File: src/rtl/ps2_pkg.sv
// ps2_pkg: shared constants and types for the PS/2 host command sequencer.
//   - PS/2 command and response byte codes
//   - sequencer state enumeration and command-phase tracking type
//   - width of the response/self-test timeout counter
package ps2_pkg;

    // Host-to-keyboard commands
    localparam logic [7:0] CMD_RESET   = 8'hFF;
    localparam logic [7:0] CMD_SET_LED = 8'hED;

    // Keyboard-to-host responses
    localparam logic [7:0] RSP_ACK     = 8'hFA;
    localparam logic [7:0] RSP_RESEND  = 8'hFE;
    localparam logic [7:0] RSP_BAT_OK  = 8'hAA;
    localparam logic [7:0] RSP_ERR     = 8'hFC;

    localparam int unsigned TO_WIDTH = 27;

    typedef enum logic [2:0] {
        StIdle,
        StSend,
        StWaitTx,
        StWaitAck,
        StWaitBat,
        StDone,
        StErr
    } state_e;

    // Which byte of the current command is in flight; decides what an ACK means.
    typedef enum logic [1:0] {
        PhReset,
        PhLed,
        PhArg
    } phase_e;

endpackage

File: src/rtl/ps2_timeout.sv
// ps2_timeout: saturating cycle counter with a programmable expiry limit.
// Ports:
//   clk     - clock
//   rst     - synchronous active-high reset
//   clear   - synchronous clear (takes priority over enable)
//   enable  - count one cycle
//   limit   - expiry threshold
//   expired - high while enabled and the count has reached limit
module ps2_timeout
    import ps2_pkg::*;
#(
    parameter int unsigned WIDTH = TO_WIDTH
) (
    input  logic             clk,
    input  logic             rst,
    input  logic             clear,
    input  logic             enable,
    input  logic [WIDTH-1:0] limit,
    output logic             expired
);

    logic [WIDTH-1:0] count_q;

    always_ff @(posedge clk) begin
        if (rst) begin
            count_q <= '0;
        end else if (clear) begin
            count_q <= '0;
        end else if (enable && (count_q != {WIDTH{1'b1}})) begin
            count_q <= count_q + 1'b1;
        end
    end

    assign expired = enable && (count_q >= limit);

endmodule

File: src/rtl/ps2_cmd_sequencer.sv
// ps2_cmd_sequencer: host-side PS/2 keyboard command sequencer.
// Issues reset (FF, then waits for the BAT result) and Set-LEDs (ED + argument)
// commands with ACK/resend/timeout retry handling, and forwards scan bytes
// received while idle.
// Ports:
//   CLK, RST            - clock, synchronous active-high reset
//   init_req            - request keyboard reset
//   led_req, led_val    - request Set-LEDs with {caps, num, scroll}
//   rx_valid/byte/err   - byte from the PS/2 receiver
//   tx_start, tx_byte   - byte to the PS/2 transmitter
//   tx_done             - transmitter finished
//   busy, cmd_accept, cmd_done, cmd_error - command status
//   kb_ready            - keyboard passed self-test
//   key_valid, key_byte - forwarded scan byte
module ps2_cmd_sequencer #(
    parameter int unsigned TIMEOUT_CYC = 2000000,
    parameter int unsigned BAT_CYC     = 100000000,
    parameter int unsigned MAX_RETRY   = 3
) (
    input  logic       CLK,
    input  logic       RST,
    input  logic       init_req,
    input  logic       led_req,
    input  logic [2:0] led_val,
    input  logic       rx_valid,
    input  logic [7:0] rx_byte,
    input  logic       rx_err,
    output logic       tx_start,
    output logic [7:0] tx_byte,
    input  logic       tx_done,
    output logic       busy,
    output logic       cmd_accept,
    output logic       cmd_done,
    output logic       cmd_error,
    output logic       kb_ready,
    output logic       key_valid,
    output logic [7:0] key_byte
);

    import ps2_pkg::*;

    localparam int unsigned AW = $clog2(MAX_RETRY + 1);
    localparam logic [TO_WIDTH-1:0] ACK_LIMIT = TO_WIDTH'(TIMEOUT_CYC - 1);
    localparam logic [TO_WIDTH-1:0] BAT_LIMIT = TO_WIDTH'(BAT_CYC - 1);

    state_e          state_q, state_d;
    phase_e          phase_q, phase_d;
    logic [7:0]      tx_byte_q, tx_byte_d;
    logic [7:0]      arg_q, arg_d;
    logic [AW-1:0]   attempt_q, attempt_d;
    logic            kb_ready_q, kb_ready_d;
    logic            key_valid_q;
    logic [7:0]      key_byte_q;
    logic            accept;
    logic            expired;
    logic            rx_ok, rx_bad;

    assign rx_ok  = rx_valid & ~rx_err;
    assign rx_bad = rx_valid & rx_err;

    always_comb begin
        state_d    = state_q;
        phase_d    = phase_q;
        tx_byte_d  = tx_byte_q;
        arg_d      = arg_q;
        attempt_d  = attempt_q;
        kb_ready_d = kb_ready_q;
        accept     = 1'b0;

        unique case (state_q)
            StIdle: begin
                if (init_req) begin
                    accept     = 1'b1;
                    tx_byte_d  = CMD_RESET;
                    phase_d    = PhReset;
                    attempt_d  = '0;
                    kb_ready_d = 1'b0;
                    state_d    = StSend;
                end else if (led_req) begin
                    accept    = 1'b1;
                    tx_byte_d = CMD_SET_LED;
                    arg_d     = {5'b0, led_val};
                    phase_d   = PhLed;
                    attempt_d = '0;
                    state_d   = StSend;
                end else if (rx_ok && (rx_byte == RSP_BAT_OK)) begin
                    // Hot-plugged keyboard announcing a completed self-test.
                    kb_ready_d = 1'b1;
                end
            end
            StSend: state_d = StWaitTx;
            StWaitTx: begin
                if (tx_done) state_d = StWaitAck;
            end
            StWaitAck: begin
                if (rx_ok && (rx_byte == RSP_ACK)) begin
                    case (phase_q)
                        PhReset: state_d = StWaitBat;
                        PhLed: begin
                            tx_byte_d = arg_q;
                            phase_d   = PhArg;
                            attempt_d = '0;
                            state_d   = StSend;
                        end
                        default: state_d = StDone;
                    endcase
                end else if ((rx_ok && ((rx_byte == RSP_RESEND) || (rx_byte == RSP_ERR)))
                             || rx_bad || expired) begin
                    // The failed attempt counts; give up once MAX_RETRY are spent.
                    if (32'(attempt_q) + 32'd1 >= MAX_RETRY) begin
                        state_d = StErr;
                    end else begin
                        attempt_d = attempt_q + 1'b1;
                        state_d   = StSend;
                    end
                end
            end
            StWaitBat: begin
                if (rx_ok && (rx_byte == RSP_BAT_OK)) begin
                    kb_ready_d = 1'b1;
                    state_d    = StDone;
                end else if ((rx_ok && (rx_byte == RSP_ERR)) || rx_bad || expired) begin
                    kb_ready_d = 1'b0;
                    state_d    = StErr;
                end
            end
            StDone:  state_d = StIdle;
            StErr:   state_d = StIdle;
            default: state_d = StIdle;
        endcase
    end

    always_ff @(posedge CLK) begin
        if (RST) begin
            state_q     <= StIdle;
            phase_q     <= PhReset;
            tx_byte_q   <= 8'h00;
            arg_q       <= 8'h00;
            attempt_q   <= '0;
            kb_ready_q  <= 1'b0;
            key_valid_q <= 1'b0;
            key_byte_q  <= 8'h00;
        end else begin
            state_q     <= state_d;
            phase_q     <= phase_d;
            tx_byte_q   <= tx_byte_d;
            arg_q       <= arg_d;
            attempt_q   <= attempt_d;
            kb_ready_q  <= kb_ready_d;
            key_valid_q <= (state_q == StIdle) && rx_ok;
            if ((state_q == StIdle) && rx_ok) key_byte_q <= rx_byte;
        end
    end

    // Clearing on any state change restarts the timeout per wait state.
    ps2_timeout #(
        .WIDTH (TO_WIDTH)
    ) u_timeout (
        .clk     (CLK),
        .rst     (RST),
        .clear   (state_d != state_q),
        .enable  ((state_q == StWaitAck) || (state_q == StWaitBat)),
        .limit   ((state_q == StWaitBat) ? BAT_LIMIT : ACK_LIMIT),
        .expired (expired)
    );

    // Combinational strobes are masked by RST so reset wins within the same cycle.
    assign tx_start   = ~RST & (state_q == StSend);
    assign cmd_accept = ~RST & accept;
    assign cmd_done   = ~RST & (state_q == StDone);
    assign cmd_error  = ~RST & (state_q == StErr);
    assign busy       = ~RST & ((state_q != StIdle) | accept);
    assign tx_byte    = tx_byte_q;
    assign kb_ready   = kb_ready_q;
    assign key_valid  = key_valid_q;
    assign key_byte   = key_byte_q;

endmodule

File: config.mk
export PLATFORM = sky130hd
export DESIGN_NAME = ps2_cmd_sequencer
export DESIGN_NICKNAME = d
export VERILOG_FILES = /design/src/rtl/ps2_pkg.sv /design/src/rtl/ps2_timeout.sv /design/src/rtl/ps2_cmd_sequencer.sv
export SDC_FILE = /design/constraint.sdc
export NUM_CORES = 1
export LEC_CHECK = 0
export BUFFER_PORTS_ARGS = -buffer_cell sky130_fd_sc_hd__buf_2
export CORE_MARGIN = 2
export CORE_UTILIZATION = 35
export CTS_BUF_LIST = sky130_fd_sc_hd__clkbuf_2
export DETAILED_ROUTE_END_ITERATION = 8
export PLACE_DENSITY_LB_ADDON = 0.3
export SYNTH_ARGS = -nofsm -noshare
export SYNTH_HDL_FRONTEND = slang
export SYNTH_SLANG_ARGS = --single-unit
File: constraint.sdc
create_clock -name CLK -period 3.15 [get_ports CLK]
set_input_delay 0.315 -clock CLK [delete_from_list [all_inputs] [get_ports CLK]]
set_output_delay 0.315 -clock CLK [all_outputs]
set_load 0.03 [all_outputs]
==> results.sh <==
export IMPL_run_status="complete, no violations"
export IMPL_worstHoldEndpoint="arg_q[0]"
export IMPL_crit_type="flop to flop"
export IMPL_nNetsFinal=420
export IMPL_timing_rr_end="u_timeout.count_q[8]"
export IMPL_dieArea_mm2=0.00887
export IMPL_post_cts_setup_buffers=0
export IMPL_reg2reg_setup_slack_ps=280
export IMPL_clock_path_buffers=2
export IMPL_timing_critical_path_cells="nor3b_2 > inv_2 > ha_1 > nand2_1 > or4_1 > nand4b_1 > a211o_1 > o311ai_1 > a221oi_4 > buf_4 > nor2_1"
export IMPL_core_area_mm2=0.00781
export IMPL_relSlewSlack_pct=58.1
export IMPL_drtIter0Drc=178
export IMPL_cts_reportedPaths_clkPinSlew_ps=290
export IMPL_cts_inserted_buffers=5
export IMPL_power_report_internal_total_uw=853
export IMPL_timing_critical_path_to_type="flop"
export IMPL_critPathTopFamily="simple AND/OR/NAND/NOR gates"
export IMPL_first_global_vias=2306
export IMPL_first_pass_iters=4
export IMPL_yosys_most_used_dff="dfxtp_1"
export IMPL_p_per_area_mw_per_mm2=411
export IMPL_route_detailed_vias_per_inst=5.30
export IMPL_synth_sequential_area_ratio_pct=36.6
export IMPL_placementRows=32
export IMPL_floorplan_die_width_um=94.2
export IMPL_floorplan_initialDensity_pct=36.4
export IMPL_yosys_cell_types_count=53
export IMPL_setup_tns_ps=0
export IMPL_clock_root_buffer="clkbuf_2"
export IMPL_pre_cts_ws_ps=320
export IMPL_synth_edff_count=0
export IMPL_detail_route_drc_violations=0
export IMPL_r2r_start="state_q[2]"
export IMPL_grt_max_degree=30
export IMPL_grt_use_total_pct=15.4
export IMPL_detail_route_wl_per_cell_um=13.1
export IMPL_layout_min_cycle_time_ps=2870
export IMPL_net_switching_power_uw=457
export IMPL_fillers=803
export IMPL_tritoncts_num_sinks=52
export IMPL_total_of_buffers_placed_on_input_and_output_ports=40
export IMPL_worst_r2r_path_depth=11
export IMPL_synth_nets=383
export IMPL_hold_path_depth=3
export IMPL_area_growth_synth_to_final_pct=12.0
export IMPL_timing_final_hold_violations=0
export IMPL_drive_above_1_share_pct=15.9
export IMPL_final_cell_count_no_fill=498
export IMPL_timing_critical_path_depth=11
export IMPL_warning_count_from_the_yosys_run=0
export IMPL_final_cell_mix="nor2_1 (55), dfxtp_1 (52), buf_2 (40)"
export IMPL_synthCells=358
export IMPL_place_congestion=0.810
export IMPL_worstSetupStartpoint="state_q[2]"
export IMPL_mostFrequentLayoutCell="nor2_1"
export IMPL_clockPowerShare_pct=21.9
export IMPL_min_period_over_period_pct=91.2
export IMPL_final_max_slew_viol_count=0
export IMPL_tritoncts="yes"
export IMPL_worst_slew_pin_slew_ps=628
export IMPL_critical_path_peak_fanout=27
export IMPL_initial_antenna_violation_count=0
export IMPL_die_height_um=94.2
export IMPL_crit_path_max_incr_delay_ps=470
export IMPL_final_antenna_net_count=0
export IMPL_num_vias=2641
export IMPL_max_cap_viol_count=0
export IMPL_wire_length_after_detailed_routing_um=6530
export IMPL_rsz0062_at_grt="no"
export IMPL_static_leakage_power_uw=0.00126
export IMPL_postSynth_asyncResetShare_pct=0
export IMPL_synth_cell_area_mm2=0.00285
export IMPL_fin_worst_skew_ps=26.5
export IMPL_boundaryPins=41
export IMPL_critPathBufInv=2
export IMPL_crit_slowest_cell="or4_1"
export IMPL_synth_seq_cells=52
export IMPL_p_comb_share_pct=24.1
export IMPL_cts_resized=0
export IMPL_fmax_ghz=0.348
export IMPL_post_synthesis_average_cell_area_um2=7.95
export IMPL_power_uw=1310
export IMPL_final_setup_worst_slack_ps=279
export IMPL_switching_fraction_pct=34.9
export IMPL_cp_arrival_ps=3230
export IMPL_final_util_pct=40.8
export IMPL_hold_start="led_val[0]"
export IMPL_cts_htree_levels=2
export IMPL_worstHoldPathType="primary input to flop"
export IMPL_hpwl_um=4870
export IMPL_worst_endpoint_required_ps=3510
export IMPL_critical_path_startpoint_type="flop"
export IMPL_ir_drop_mv=0.305
export IMPL_placed_cells_incl_taps=490
export IMPL_worstSkewPairLatency_ps=450
export IMPL_count_of_inserted_antenna_diode_cells=0
export IMPL_cts_hold_repair_buffers=0
export IMPL_grt_first_pass_wirelength_um=11000
export IMPL_global_route_congestion_overflow_total=0
export IMPL_finalSetupViolations=0
export IMPL_pwr_share_seq_pct=54.0
-- how the worst max path moves through the flow --
stage	endpoint	slack, ps
6_report	u_timeout.count_q[8]	280
5_1_grt	u_timeout.count_q[0]	70
4_1_cts	u_timeout.count_q[3]	260
3_5_place_dp	u_timeout.count_q[15]	320
3_3_place_gp	u_timeout.count_q[15]	420
2_1_floorplan	u_timeout.count_q[16]	460
-- sequential cells by signal (all words and copies together), names as in the netlist --
name,count
u_timeout.count_q,27
tx_byte,5
phase_q,2
key_valid,1
state_q,3
attempt_q,2
kb_ready,1
key_byte,8
arg_q,3
-- through the flow --
stage,cell area [um^2],hold slack (ps)
final,3190,67.6
after global routing,3190,35.3
after CTS,3190,37.7
after detailed placement,3140,449
after global placement,3140,443
after floorplan,2850,445
-- kinds of logic (layout without fill, tap and decap cells) --
family	Yosys count	in the layout	synth area share, %
buf+inv	26	64	4.53
simple gates	182	182	31.4
mux	8	8	2.81
compound gates	60	60	14.6
flops	52	52	36.6
xor+xnor	23	23	7.08
fa+ha+maj	7	7	3.08
-- Yosys cell counts, drive strengths merged (8+ instances only) --
cell | instances | area share [%]
a21oi | 28 | 4.9
buf | 8 | 2.2
clkbuf | 11 | 1.5
dfxtp | 52 | 37
mux2i | 8 | 2.8
nand2 | 39 | 5.1
nand3 | 27 | 4.7
nand4 | 9 | 2.0
nor2 | 55 | 7.3
nor3 | 14 | 2.5
xor2 | 16 | 4.9
-- per-layer routing --
layer / GRT usage (%) / part of all wire [%] / routed length (um) / vias up
met5: 0 / 0 / 0 / -
met4: 4.47 / 1.2 / 79 / 0
met3: 2.41 / 4.5 / 296 / 6
met2: 23.7 / 45 / 2930 / 58
met1: 22.1 / 49 / 3220 / 1224
li1: - / - / - / 1353
-- worst register-to-register path, cell delays in order, from the launching register on --
cell and delay [ps]:
dfxtp_1 390, nor3b_2 230, inv_2 130, ha_1 360, nand2_1 60, or4_1 470, nand4b_1 110, a211o_1 160
o311ai_1 170, a221oi_4 270, buf_4 320, nor2_1 100
-- power by group through the flow --
| stage | logic, uW | clock network (uW) | registers [uW] |
|---|---|---|---|
| detailed placement | 315 | 0 | 720 |
| CTS | 316 | 302 | 709 |
| global route | 344 | 331 | 714 |
| global placement | 316 | 0 | 719 |
| floorplan | 193 | 0 | 760 |
| finish | 315 | 287 | 708 |
-- area by class of cell --
type,count,area (um^2),area share [%]
Multi-Input combinational cell,280,1680,52.6
Sequential cell,52,1040,32.7
Tap cell,102,128,4.01
Clock inverter,3,22.5,0.707
Timing Repair Buffer,49,268,8.41
Inverter,7,26.3,0.825
Clock buffer,5,25.0,0.786
Note: power is estimated with default switching activity, not from simulation.
